`src/rtl/nibble_add_seq.sv`:
```


module nibble_add_seq #(
  parameter int NBYTES = 2
) (
  input  logic                clk,
  input  logic                rst,
  input  logic                start,
  input  logic [8*NBYTES-1:0] a_in,
  input  logic [8*NBYTES-1:0] b_in,
  output logic                busy,
  output logic                done,
  output logic [8*NBYTES:0]   sum,
  output logic [7:0]          adder_a,
  output logic [7:0]          adder_b,
  output logic                adder_ctrl,
  input  logic [4:0]          adder_q
);

  localparam int W    = 8 * NBYTES;
  localparam int NNIB = 2 * NBYTES;
  // The byte index is kept at least one bit wide so that NBYTES = 1 still
  // produces legal vectors.
  localparam int IDXW = (NBYTES > 1) ? $clog2(NBYTES) : 1;
  localparam int SELW = IDXW + 1;
  localparam logic [IDXW-1:0] LAST_IDX = IDXW'(NBYTES - 1);

  typedef enum logic [1:0] {IDLE, LO, HI, DONE} state_t;

  state_t          state, state_next;
  logic [W-1:0]    a_sh, b_sh;      // latched operands, shifted one byte per HI
  logic [W-1:0]    a_nxt, b_nxt;
  logic [IDXW-1:0] idx;
  logic            c;
  logic [W-1:0]    acc, acc_next;
  logic [4:0]      t;
  logic [SELW-1:0] nib_sel;
  logic            accept, capture, last;

  assign busy = (state == LO) || (state == HI);
  assign done = (state == DONE);

  // Decode the per-cycle controls and fold the running carry into the nibble sum.
  always_comb begin
    accept  = start && ((state == IDLE) || (state == DONE));
    capture = (state == LO) || (state == HI);
    last    = (idx == LAST_IDX);
    t       = adder_q + {4'd0, c};
    nib_sel = {idx, (state == HI)};
    a_nxt   = a_sh >> 8;
    b_nxt   = b_sh >> 8;
  end

  // Merge the new nibble into its slot of the working sum.
  // Each nibble position has its own comparator, so no variable part-select is needed.
  genvar gi;
  generate
    for (gi = 0; gi < NNIB; gi++) begin : g_nib
      assign acc_next[4*gi +: 4] = (capture && (nib_sel == SELW'(gi))) ? t[3:0]
                                                                      : acc[4*gi +: 4];
    end
  endgenerate

  // Next-state logic: LO/HI alternate once per byte. DONE can chain
  // directly into a new operation.
  always_comb begin
    state_next = state;
    case (state)
      IDLE: if (start) state_next = LO;
      LO:   state_next = HI;
      HI:   state_next = last ? DONE : LO;
      DONE: state_next = start ? LO : IDLE;
      default: state_next = IDLE;
    endcase
  end

  // State register.
  always_ff @(posedge clk or posedge rst) begin
    if (rst) state <= IDLE;
    else     state <= state_next;
  end

  // Datapath: operand latch, adder drive registers, carry, accumulator and result.
  always_ff @(posedge clk or posedge rst) begin
    if (rst) begin
      a_sh       <= '0;
      b_sh       <= '0;
      idx        <= '0;
      c          <= 1'b0;
      acc        <= '0;
      sum        <= '0;
      adder_a    <= 8'h00;
      adder_b    <= 8'h00;
      adder_ctrl <= 1'b0;
    end else begin
      case (state)
        IDLE, DONE: begin
          if (accept) begin
            a_sh       <= a_in;
            b_sh       <= b_in;
            adder_a    <= a_in[7:0];
            adder_b    <= b_in[7:0];
            adder_ctrl <= 1'b0;
            idx        <= '0;
            c          <= 1'b0;
            acc        <= '0;
          end else begin
            adder_a    <= 8'h00;
            adder_b    <= 8'h00;
            adder_ctrl <= 1'b0;
          end
        end
        LO: begin
          acc        <= acc_next;
          c          <= t[4];
          adder_ctrl <= 1'b1;
        end
        HI: begin
          acc        <= acc_next;
          c          <= t[4];
          adder_ctrl <= 1'b0;
          if (last) begin
            sum     <= {t[4], acc_next};
            adder_a <= 8'h00;
            adder_b <= 8'h00;
          end else begin
            idx     <= idx + 1'b1;
            a_sh    <= a_nxt;
            b_sh    <= b_nxt;
            adder_a <= a_nxt[7:0];
            adder_b <= b_nxt[7:0];
          end
        end
        default: ;
      endcase
    end
  end

endmodule

```
`config.mk`:
```
export PLATFORM = sky130hd
export DESIGN_NAME = nibble_add_seq
export DESIGN_NICKNAME = d
export VERILOG_FILES = /design/src/rtl/nibble_add_seq.sv
export SDC_FILE = /design/constraint.sdc
export NUM_CORES = 1
export LEC_CHECK = 0
export BUFFER_PORTS_ARGS = -buffer_cell sky130_fd_sc_hd__buf_4
export CORE_MARGIN = 2
export CORE_UTILIZATION = 52
export DETAILED_ROUTE_END_ITERATION = 8
export PLACE_DENSITY = 0.79
export SETUP_SLACK_MARGIN = 0.3
export SLEW_MARGIN = 10
export SYNTH_ARGS = -nofsm -noshare
export SYNTH_HDL_FRONTEND = slang
export SYNTH_SLANG_ARGS = --single-unit
```
`constraint.sdc`:
```
create_clock -name clk -period 2.21 [get_ports clk]
set_input_delay 0.3315 -clock clk [delete_from_list [all_inputs] [get_ports clk]]
set_output_delay 0.3315 -clock clk [all_outputs]
set_load 0.02 [all_outputs]
```
# [Word level (Yosys, flattened, before mapping)]
# Cells that the tools add are included.
[classes] n_addsub=2 n_eq_ne=9 n_mux=27 n_reduce_logical=16
[op_table] op="$pmux 16 s2" count=3
[op_table] op="$mux 16" count=5
[op_table] op="$mux 8" count=4
[op_table] op="$pmux 8 s2" count=2
[op_table] op="$mux 4" count=4
[op_table] op="$eq 2x2->1 const B" count=4
[op_table] op="$pmux 2 s4" count=1
[op_table] op="$ne 2x2->1 const B" count=3
[op_table] op="$pmux 1 s2" count=3
[op_table] op="$add 5x1->5" count=1
[op_table] op="$logic_and 1x1->1" count=5
[op_table] op="$eq 2x1->1 const B" count=2
[op_table] op="$logic_not 2->1" count=2
[op_table] op="$mux 2" count=2
[op_table] op="$reduce_and 2->1" count=2
[op_table] op="$reduce_or 2->1" count=2
[op_table] op="$mux 1" count=3
[op_table] op="$reduce_and 3->1" count=1
[op_table] op="$reduce_or 3->1" count=1
[op_table] op="$logic_or 1x1->1" count=2
[op_table] op="$reduce_bool 2->1" count=1
[op_table] op="$add 1x1->1 const B" count=1
[word_totals] register_bits=86 output_inout_bits=36

# [Longest topological paths before layout]
# Gate-level depths: netlist (run 1).
[depth] depth_word=5 mapped_depth=9 depth_no_buf=6

# [Worst setup path before layout (run 1)]
# No wires, ideal clock.
[synth_path] kind="register to register" start="register state[0]" end="register a_sh[10]" setup_time_ns=0.117 period_less_slack_ns=2.046 required_time_ns=2.093 path_buffers=3 slack_ns=0.164 stages_incl_launch_ff=10 arrival_ns=1.929 path_cell_list="dfrtp_1 inv_1 ha_1 buf_2 nor2_2 or3_1 buf_6 buf_6 nand2_1 nand2_1"
[synth_between] elab_chain_len=5 word_cells_on_any_way=11 cone_classes="eq/ne: 4; mux: 1; reduce/logical: 6"
[synth_rtl] element="start: declaration" line="30" rtl="state_t state, state_next;"
[synth_rtl] element="start signal: assignment" line="80" rtl="else state <= state_next;"
[synth_rtl] element="$eq 2x2->1 / $logic_not 2->1 (equally long branches)" line="45, 96"
[synth_rtl] element="$logic_or 1x1->1" line="45" rtl="accept = start && ((state == IDLE) || (state == DONE));"
[synth_rtl] element="$logic_and 1x1->1" line="45"
[synth_rtl] element="$ne 2x2->1 (no line)"
[synth_rtl] element="$reduce_and 3->1 (no line)"
[synth_rtl] element="end signal: assignment" line="99" rtl="a_sh <= a_in;"
[synth_rtl] element="end signal: assignment" line="128" rtl="a_sh <= a_nxt;"
[synth_rtl] element="end: declaration" line="31" rtl="logic [W-1:0] a_sh, b_sh;"
# Parallel ways exist; a longest one is shown, timed or not.
# A chain may end at the register's enable or synchronous reset.

# [Final worst setup path (run 1)]
[layout_path] start="register state[1]" end="register acc[9]"
[layout_between] elab_chain_len=5 word_cells_on_any_way=14 cone_classes="eq/ne: 5; mux: 2; reduce/logical: 7"
[layout_rtl] element="$eq 2x2->1 / $eq 2x1->1 (equally long branches)" line="46, 49, 96"
[layout_rtl] element="$eq 2x2->1 / $logic_or 1x1->1 (equally long branches)" line="59, 46"
[layout_rtl] element="$logic_and 1x1->1" line="59" rtl="assign acc_next[4*gi +: 4] = (capture && (nib_sel == SELW'(gi))) ? t[3:0]"
[layout_rtl] element="$mux 4" line="59"
[layout_rtl] element="$pmux 16 s2" line="96" rtl="case (state)"
[layout_rtl] element="end signal: assignment" line="114" rtl="acc <= acc_next;"
[layout_rtl] element="end signal: assignment" line="119" rtl="acc <= acc_next;"
[layout_rtl] element="end: declaration" line="35" rtl="logic [W-1:0] acc, acc_next;"
# Parallel ways exist; a longest one is shown, timed or not.

==> out/qor.yml, run 1 <==
setup_path:
  cp_max_fo: 7
  cp-end-kind: "flip-flop"
  worstSetupStartpointType: "flip-flop"
  crit_type: "reg2reg"
  reg2reg_slack_ns: 0.44
  critPathRequiredTime_ns: 2.44
  cp.arrival_ns: 2.00
yosys:
  synthesis.area_um2: 2960
  yosysUniqueCellTypes: 33
  synth-warning-count: 0
  syn_inst: 300
  synth_nets: 349
  ys_ff_latch: 66
  seq_area_frac_synth_pct: 55.8
  syn_avg_cell_area_um2: 9.86
placement:
  dp.final_hpwl_um: 4540
  gp_congestion: 0.814
  io_buffers: 75
layout:
  fillers: 447
  final_common_cell: "nand2_1"
  final_core_util_pct: 69.4
  layout.nets: 425
  syn2layout_area_growth_pct: 29.2
  diodes: 0
  most-common-layout-cells: "nand2_1 (103), buf_4 (80), dfrtp_1 (65)"
  drive_gt1_share_pct: 28.6
global_routing:
  antenna_found_initial: 0
  grt_pass1_vias: 2301
  grt_overflow_total: 0
  grt.total_usage_pct: 22.5
  grt_pass1_wl_um: 10800
  grt_max_degree: 43
detailed_routing:
  drc: 0
  drtPass1Iterations: 4
  drt-wirelength-per-cell_um: 14.2
  vias_per_cell: 5.29
  ant_nets: 0
  finalWirelength_um: 6420
  initialDrtViolationCount: 112
  vias: 2397
sta:
  clock.fmax_ghz: 0.564
  relSlewSlack_pct: 60.3
  tightest_slew_ns: 0.594
  rsz0062_at_grt: "no"
  setup_viol: 0
  fin_skew_ns: 0.00580
  finalSetupTns_ns: 0
  hold_viol: 0
  fin_crit_ns: 1.77
  slew_viol_final: 0
  min_period_over_period_pct: 80.3
job:
  maxCapViolCount: 0
power_and_ir_drop:
  ir_drop_mv: 0.857
  p_leak_nw: 1.91
  p_int_w: 0.00344
  p_total_w: 0.00575
  power_density_nw_per_um2: 1500
  swShare_pct: 40.2
  p_clk_share_pct: 17.8
  p_seq_share_pct: 34.2
  power.net_switching_w: 0.00231
  p_comb_share_pct: 48.1
clocking:
  cts_root_buffer: "clkbuf_8"
  hold_buffers: 0
  ctsHtreeMaxLevel: 3
  clkTransAtPathRegs_ns: 0.06
  cts_sinks: 66
  clock_path_buffers: 2
  cts_buffers: 9
  cts_tree: "built"
  clk-insertion-delay-late_ns: 0.35
floorplan:
  num_rows: 27
  dieArea_um2: 6310
  io_pins: 76
  start_util_pct: 53.7
  fp.coreArea_um2: 5510
  die_x_um: 79.4
  die_h_um: 79.4
status:
  outcome: "finished clean"
worst_hold_path:
  hold_path.class: "in2async"
## synthesized netlist by cell type
| cell | number | share of area, % |
|---|---|---|
| buf_2 | 6 | 1.0 |
| nor2_2 | 1 | 0.21 |
| nor3_4 | 1 | 0.55 |
| o22a_1 | 1 | 0.30 |
| nor3_1 | 1 | 0.17 |
| nand2_1 | 103 | 13 |
| a22o_1 | 4 | 1.2 |
| nor2b_1 | 2 | 0.42 |
| ha_1 | 9 | 3.8 |
| clkbuf_2 | 1 | 0.17 |
| nor2_1 | 4 | 0.51 |
| a32o_1 | 4 | 1.4 |
| or3_1 | 1 | 0.21 |
| nor3b_4 | 1 | 0.63 |
| dfrtp_1 | 66 | 56 |
| o21a_1 | 1 | 0.25 |
| inv_1 | 6 | 0.76 |
| o22ai_1 | 1 | 0.21 |
| a31oi_1 | 2 | 0.42 |
| mux2_2 | 3 | 1.1 |
| o21ai_1 | 6 | 1.0 |
| nand3_1 | 2 | 0.34 |
| clkbuf_1 | 7 | 0.89 |
| nand3b_1 | 17 | 4.3 |
| o21bai_1 | 1 | 0.25 |
| xnor2_1 | 3 | 0.89 |
| nand2b_1 | 2 | 0.42 |
| buf_4 | 1 | 0.25 |
| buf_6 | 3 | 1.1 |
| a21oi_1 | 2 | 0.34 |
| o21ai_0 | 21 | 3.6 |
| a22oi_1 | 16 | 4.1 |
| and2_4 | 1 | 0.30 |
## power by group through the flow
stage | clock network (W) | logic, W | registers (W)
after floorplan | 0 | 0.00171 | 0.00216
after global placement | 0 | 0.00254 | 0.00196
after detailed placement | 0 | 0.00260 | 0.00197
after CTS | 0.00104 | 0.00276 | 0.00196
after global routing | 0.00109 | 0.00307 | 0.00202
final | 0.00102 | 0.00276 | 0.00196
## worst max-delay path: stages (launching register included)
cell and delay, ns:
dfrtp_1 0.46, inv_2 0.11, ha_4 0.28, nand3b_1 0.23, mux2_2 0.39, a22o_1 0.19
## through the flow
step | hold WS (ns) | instances | instance area (um^2) | worst slack [ns]
3_5_place_dp | 0.418 | 434 | 3570 | 0.108
4_1_cts | 0.0411 | 453 | 3810 | 0.386
6_report | 0.0379 | 453 | 3820 | 0.436
2_1_floorplan | 0.438 | 300 | 2980 | 0.316
3_3_place_gp | 0.420 | 434 | 3570 | 0.184
5_1_grt | 0.0861 | 453 | 3820 | 0.305
## registers in the layout, summed over array words and instances (netlist names)
register,flops
state,2
b_sh,8
adder_a,8
adder_b,8
a_sh,8
acc,12
sum,17
adder_ctrl,1
c,1
idx,1
## final timing paths
check,cells past startpoint,end,from
min reg2reg,2,b_sh[11],b_sh[11]
min,2,state[1],rst
max reg2reg,5,acc[9],state[1]
max,5,acc[9],state[1]
min in group clk,3,b_sh[12],b_in[12]
max in group asynchronous,3,adder_a[7],rst
## final cells by class
type / instances / area (um^2) / area share, %
clock inverters: 2 / 35.0 / 0.917
clock buffers: 14 / 163 / 4.26
flip-flops and latches: 66 / 1650 / 43.2
well taps: 72 / 90.1 / 2.36
inverters: 6 / 26.3 / 0.687
multi-input cells: 210 / 1200 / 31.5
repair buffers: 83 / 652 / 17.1
## repair_timing
item / 4_1_cts / 5_1_grt
setup endpoints to repair: 20 / 30
hold endpoints to repair: 0 / 0
setup buffers: 3 / 0
resized for setup: 2 / 4
pin swaps: 2 / 0
## layer usage
metal / GRT usage, % / vias to the layer above / part of all wire [%]
li1: - / 1167 / -
met1: 28.9 / 1134 / 43
met2: 35.2 / 84 / 49
met3: 4.75 / 12 / 6.6
met4: 13.1 / 0 / 1.7
met5: 0 / - / 0
## cell families (layout without fill, tap and decap cells)
| kind of cell | after synthesis | count (layout) | share of synthesized area (%) |
|---|---|---|---|
| and+or+nand+nor | 136 | 136 | 21.2 |
| DFF | 66 | 66 | 55.8 |
| AOI/OAI and AO/OA | 59 | 59 | 12.9 |
| buffers and inverters | 24 | 105 | 4.23 |
| adders and majority gates | 9 | 9 | 3.81 |
| xor gates and xnor gates | 3 | 3 | 0.888 |
| muxes | 3 | 3 | 1.14 |
Note: power is estimated with default switching activity, not from simulation.
==> run 2, diff against run 1 <==
--- a/config.mk
+++ b/config.mk
@@ -5,11 +5,12 @@
 export SDC_FILE = /design/constraint.sdc
 export NUM_CORES = 1
 export LEC_CHECK = 0
+export ABC_AREA = 1
 export BUFFER_PORTS_ARGS = -buffer_cell sky130_fd_sc_hd__buf_4
 export CORE_MARGIN = 2
 export CORE_UTILIZATION = 52
 export DETAILED_ROUTE_END_ITERATION = 8
-export PLACE_DENSITY = 0.79
+export PLACE_DENSITY = 0.78
 export SETUP_SLACK_MARGIN = 0.3
 export SLEW_MARGIN = 10
 export SYNTH_ARGS = -nofsm -noshare
==> constraint.sdc (replaced) <==
create_clock -name clk -period 1.7 [get_ports clk]
set_input_delay 0.255 -clock clk [delete_from_list [all_inputs] [get_ports clk]]
set_output_delay 0.255 -clock clk [all_outputs]
set_load 0.02 [all_outputs]
==> run 2 against run 1 <==
  * Die area grew 1.7%
  * Area after synthesis grew 1.8%
  * Critical endpoint is now adder_b[7]
  * Utilization grew 4.4 points
  * Routed wire length grew 15%
==> out/qor.yml, run 2 <==
status:
  outcome: "finished clean"
power_and_ir_drop:
  p_total_w: 0.00864
  p_seq_share_pct: 31.5
  p_leak_nw: 2.10
  power_density_nw_per_um2: 2110
  ir_drop_mv: 1.44
  p_clk_share_pct: 14.0
  p_comb_share_pct: 54.5
  swShare_pct: 43.1
  power.net_switching_w: 0.00372
  p_int_w: 0.00492
setup_path:
  cp.arrival_ns: 1.79
  worst-path-buf-inv: 3
  crit_end: "adder_b[7]"
  reg2reg_from: "state[0]"
  crit_path_cell_trace: "inv_2 -> ha_4 -> inv_4 -> nand2_4 -> nor2_4 -> buf_12 -> nand2_4 -> a31oi_4"
  cp_max_fo: 8
  worstSetupStartpointType: "flip-flop"
  worst-path-stages: 8
  timing.rr.end: "adder_b[7]"
  cp-end-kind: "flip-flop"
  crit_top_cell: "nand2_4"
  slowest_delay_ns: 0.39
  crit_type: "reg2reg"
  startpoint: "state[0]"
  ff2ff_path_depth: 8
  reg2reg_slack_ns: 0.17
  critPathRequiredTime_ns: 1.96
  critPathSlowestCell: "dfrtp_1"
  critPathTopFamily: "flip-flops"
layout:
  largest_register_ff_count: 17
  reg_top3: "sum (17), acc (12)"
  fillers: 394
  drive_gt1_share_pct: 31.5
  most-common-layout-cells: "nand2_1 (126), buf_4 (84), dfrtp_1 (65)"
  instances_no_fill: 517
  syn2layout_area_growth_pct: 35.8
  final_core_util_pct: 73.8
  final_common_cell: "nand2_1"
  layout.nets: 489
  diodes: 0
  largest-register: "sum"
floorplan:
  die_x_um: 80.1
  dieArea_um2: 6410
  num_rows: 27
  io_pins: 76
  die_h_um: 80.1
  start_util_pct: 54.3
  fp.coreArea_um2: 5540
sta:
  hold_slack_ns: 0.00996
  clock.fmax_ghz: 0.655
  relSlewSlack_pct: 74.7
  tightest_slew_ns: 0.379
  min_period_over_period_pct: 89.9
  fin_skew_ns: 0.00579
  setup_viol: 0
  slew_viol_final: 0
  hold_viol: 0
  fin_crit_ns: 1.53
  finalSetupTns_ns: 0
  rsz0062_at_grt: "yes"
yosys:
  synth.most_common_cell: "nand2_1"
  syn_avg_cell_area_um2: 8.63
  seq_area_frac_synth_pct: 54.9
  yosysTopAreaCell: "dfrtp_1"
  synth_ff_type: "dfrtp_1"
  netlist_top_cells_count: "nand2_1 (132), dfrtp_1 (66), o21ai_0 (33)"
  syn_inst: 349
  synth-warning-count: 0
  synth_nets: 398
  synth_top_area_share_pct: 54.9
  async_reset_ff_share_pct: 100
  synthesis.area_um2: 3010
  yosysUniqueCellTypes: 22
  synth.area.top_cells: "dfrtp_1 (55%), nand2_1 (16%), o21ai_0 (5.5%)"
  synth_edf_count: 0
  ys_ff_latch: 66
placement:
  io_buffers: 75
  gp_congestion: 0.796
  dp.final_hpwl_um: 4720
  place_inst: 488
detailed_routing:
  finalWirelength_um: 7370
  vias_per_cell: 5.11
  drt-met1-wl_um: 3210
  ant_nets: 0
  vias: 2641
  top_layer_used: "met4"
  drc: 0
  drtPass1Iterations: 4
  drt-wirelength-per-cell_um: 14.3
  initialDrtViolationCount: 212
  dr_wl_met2_um: 3490
  dr_wl_met3_um: 587
global_routing:
  grt_pass1_vias: 2494
  grt_max_degree: 67
  grt.total_usage_pct: 23.6
  grt_pass1_wl_um: 11500
  grt_overflow_total: 0
  antenna_found_initial: 0
clocking:
  clock_path_buffers: 2
  ctsHtreeMaxLevel: 3
  cts_buffers: 9
  cts_sinks: 66
  clk-insertion-delay-late_ns: 0.34
  clkTransAtPathRegs_ns: 0.07
  cts_root_buffer: "clkbuf_8"
  cts_tree: "built"
job:
  maxCapViolCount: 0
worst_hold_path:
  hold_path.class: "in2async"
run 2: cell count changes after synthesis, moves of 11 or more:
cell,previous run,this run
nand2_1,103,132
inv_1,6,24
nand3b_1,17,0
a22oi_1,16,0
a31oi_1,2,17
nor2_1,4,19
o21ai_0,21,33
nand3_1,2,13
run 2: kinds of logic (layout without fill, tap and decap cells):
group | after synthesis | count (layout) | synth area share [%]
compound gates | 58 | 58 | 10.4
flops | 66 | 66 | 54.9
simple gates | 172 | 173 | 23.6
xor+xnor | 1 | 1 | 0.291
buf+inv | 43 | 138 | 7.07
fa+ha+maj | 9 | 9 | 3.74
run 2: stage by stage:
stage          instance area [um^2]  worst slack (ns)
2_1_floorplan                  3030             0.143
3_3_place_gp                   3640            0.0928
3_5_place_dp                   3640            0.0269
4_1_cts                        3970             0.195
5_1_grt                        4090             0.127
6_report                       4090             0.172
run 2: cell type report:
| class | count | area (um^2) | share of cell area [%] |
|---|---|---|---|
| clock buffers | 14 | 173 | 4.22 |
| well taps | 72 | 90.1 | 2.20 |
| inverters | 28 | 116 | 2.85 |
| flip-flops and latches | 66 | 1650 | 40.4 |
| multi-input cells | 241 | 1250 | 30.5 |
| repair buffers | 94 | 801 | 19.6 |
| clock inverters | 2 | 10.0 | 0.245 |
run 2: worst min-delay path by stage:
stage | to | start | depth (start not counted)
floorplan | b_sh[13] | b_in[13] | 2
CTS | b_sh[11] | rst | 3
global route | sum[5] | rst | 3
finish | adder_a[6] | rst | 3
detailed placement | adder_a[5] | rst | 3
global placement | adder_a[5] | rst | 3
run 2: per-layer routing:
metal  track usage (%)  vias to the layer above
li1                  -                     1304
met1              33.8                     1240
met2              34.3                       90
met3              5.39                        7
met4              10.7                        0
met5                 0                        -
run 2: what timing repair did:
| item | CTS | global route |
|---|---|---|
| hold buffers | 0 | 0 |
| buffers inserted | 7 | 4 |
| setup endpoints to repair | 57 | 64 |
| cloned | 1 | 1 |
| resized for setup | 17 | 18 |
| pin swaps | 3 | 5 |
run 2: power by group through the flow:
stage               clock (W)  combinational [W]  sequential (W)
finish                0.00121            0.00471         0.00272
global route          0.00130            0.00518         0.00281
CTS                   0.00123            0.00434         0.00271
detailed placement          0            0.00384         0.00273
global placement            0            0.00374         0.00270
floorplan                   0            0.00242         0.00308
run 2: tightest hold or removal path, delay by kind of cell:
kind	cells	cell delay [ns]
buffers and inverters	3	0.49
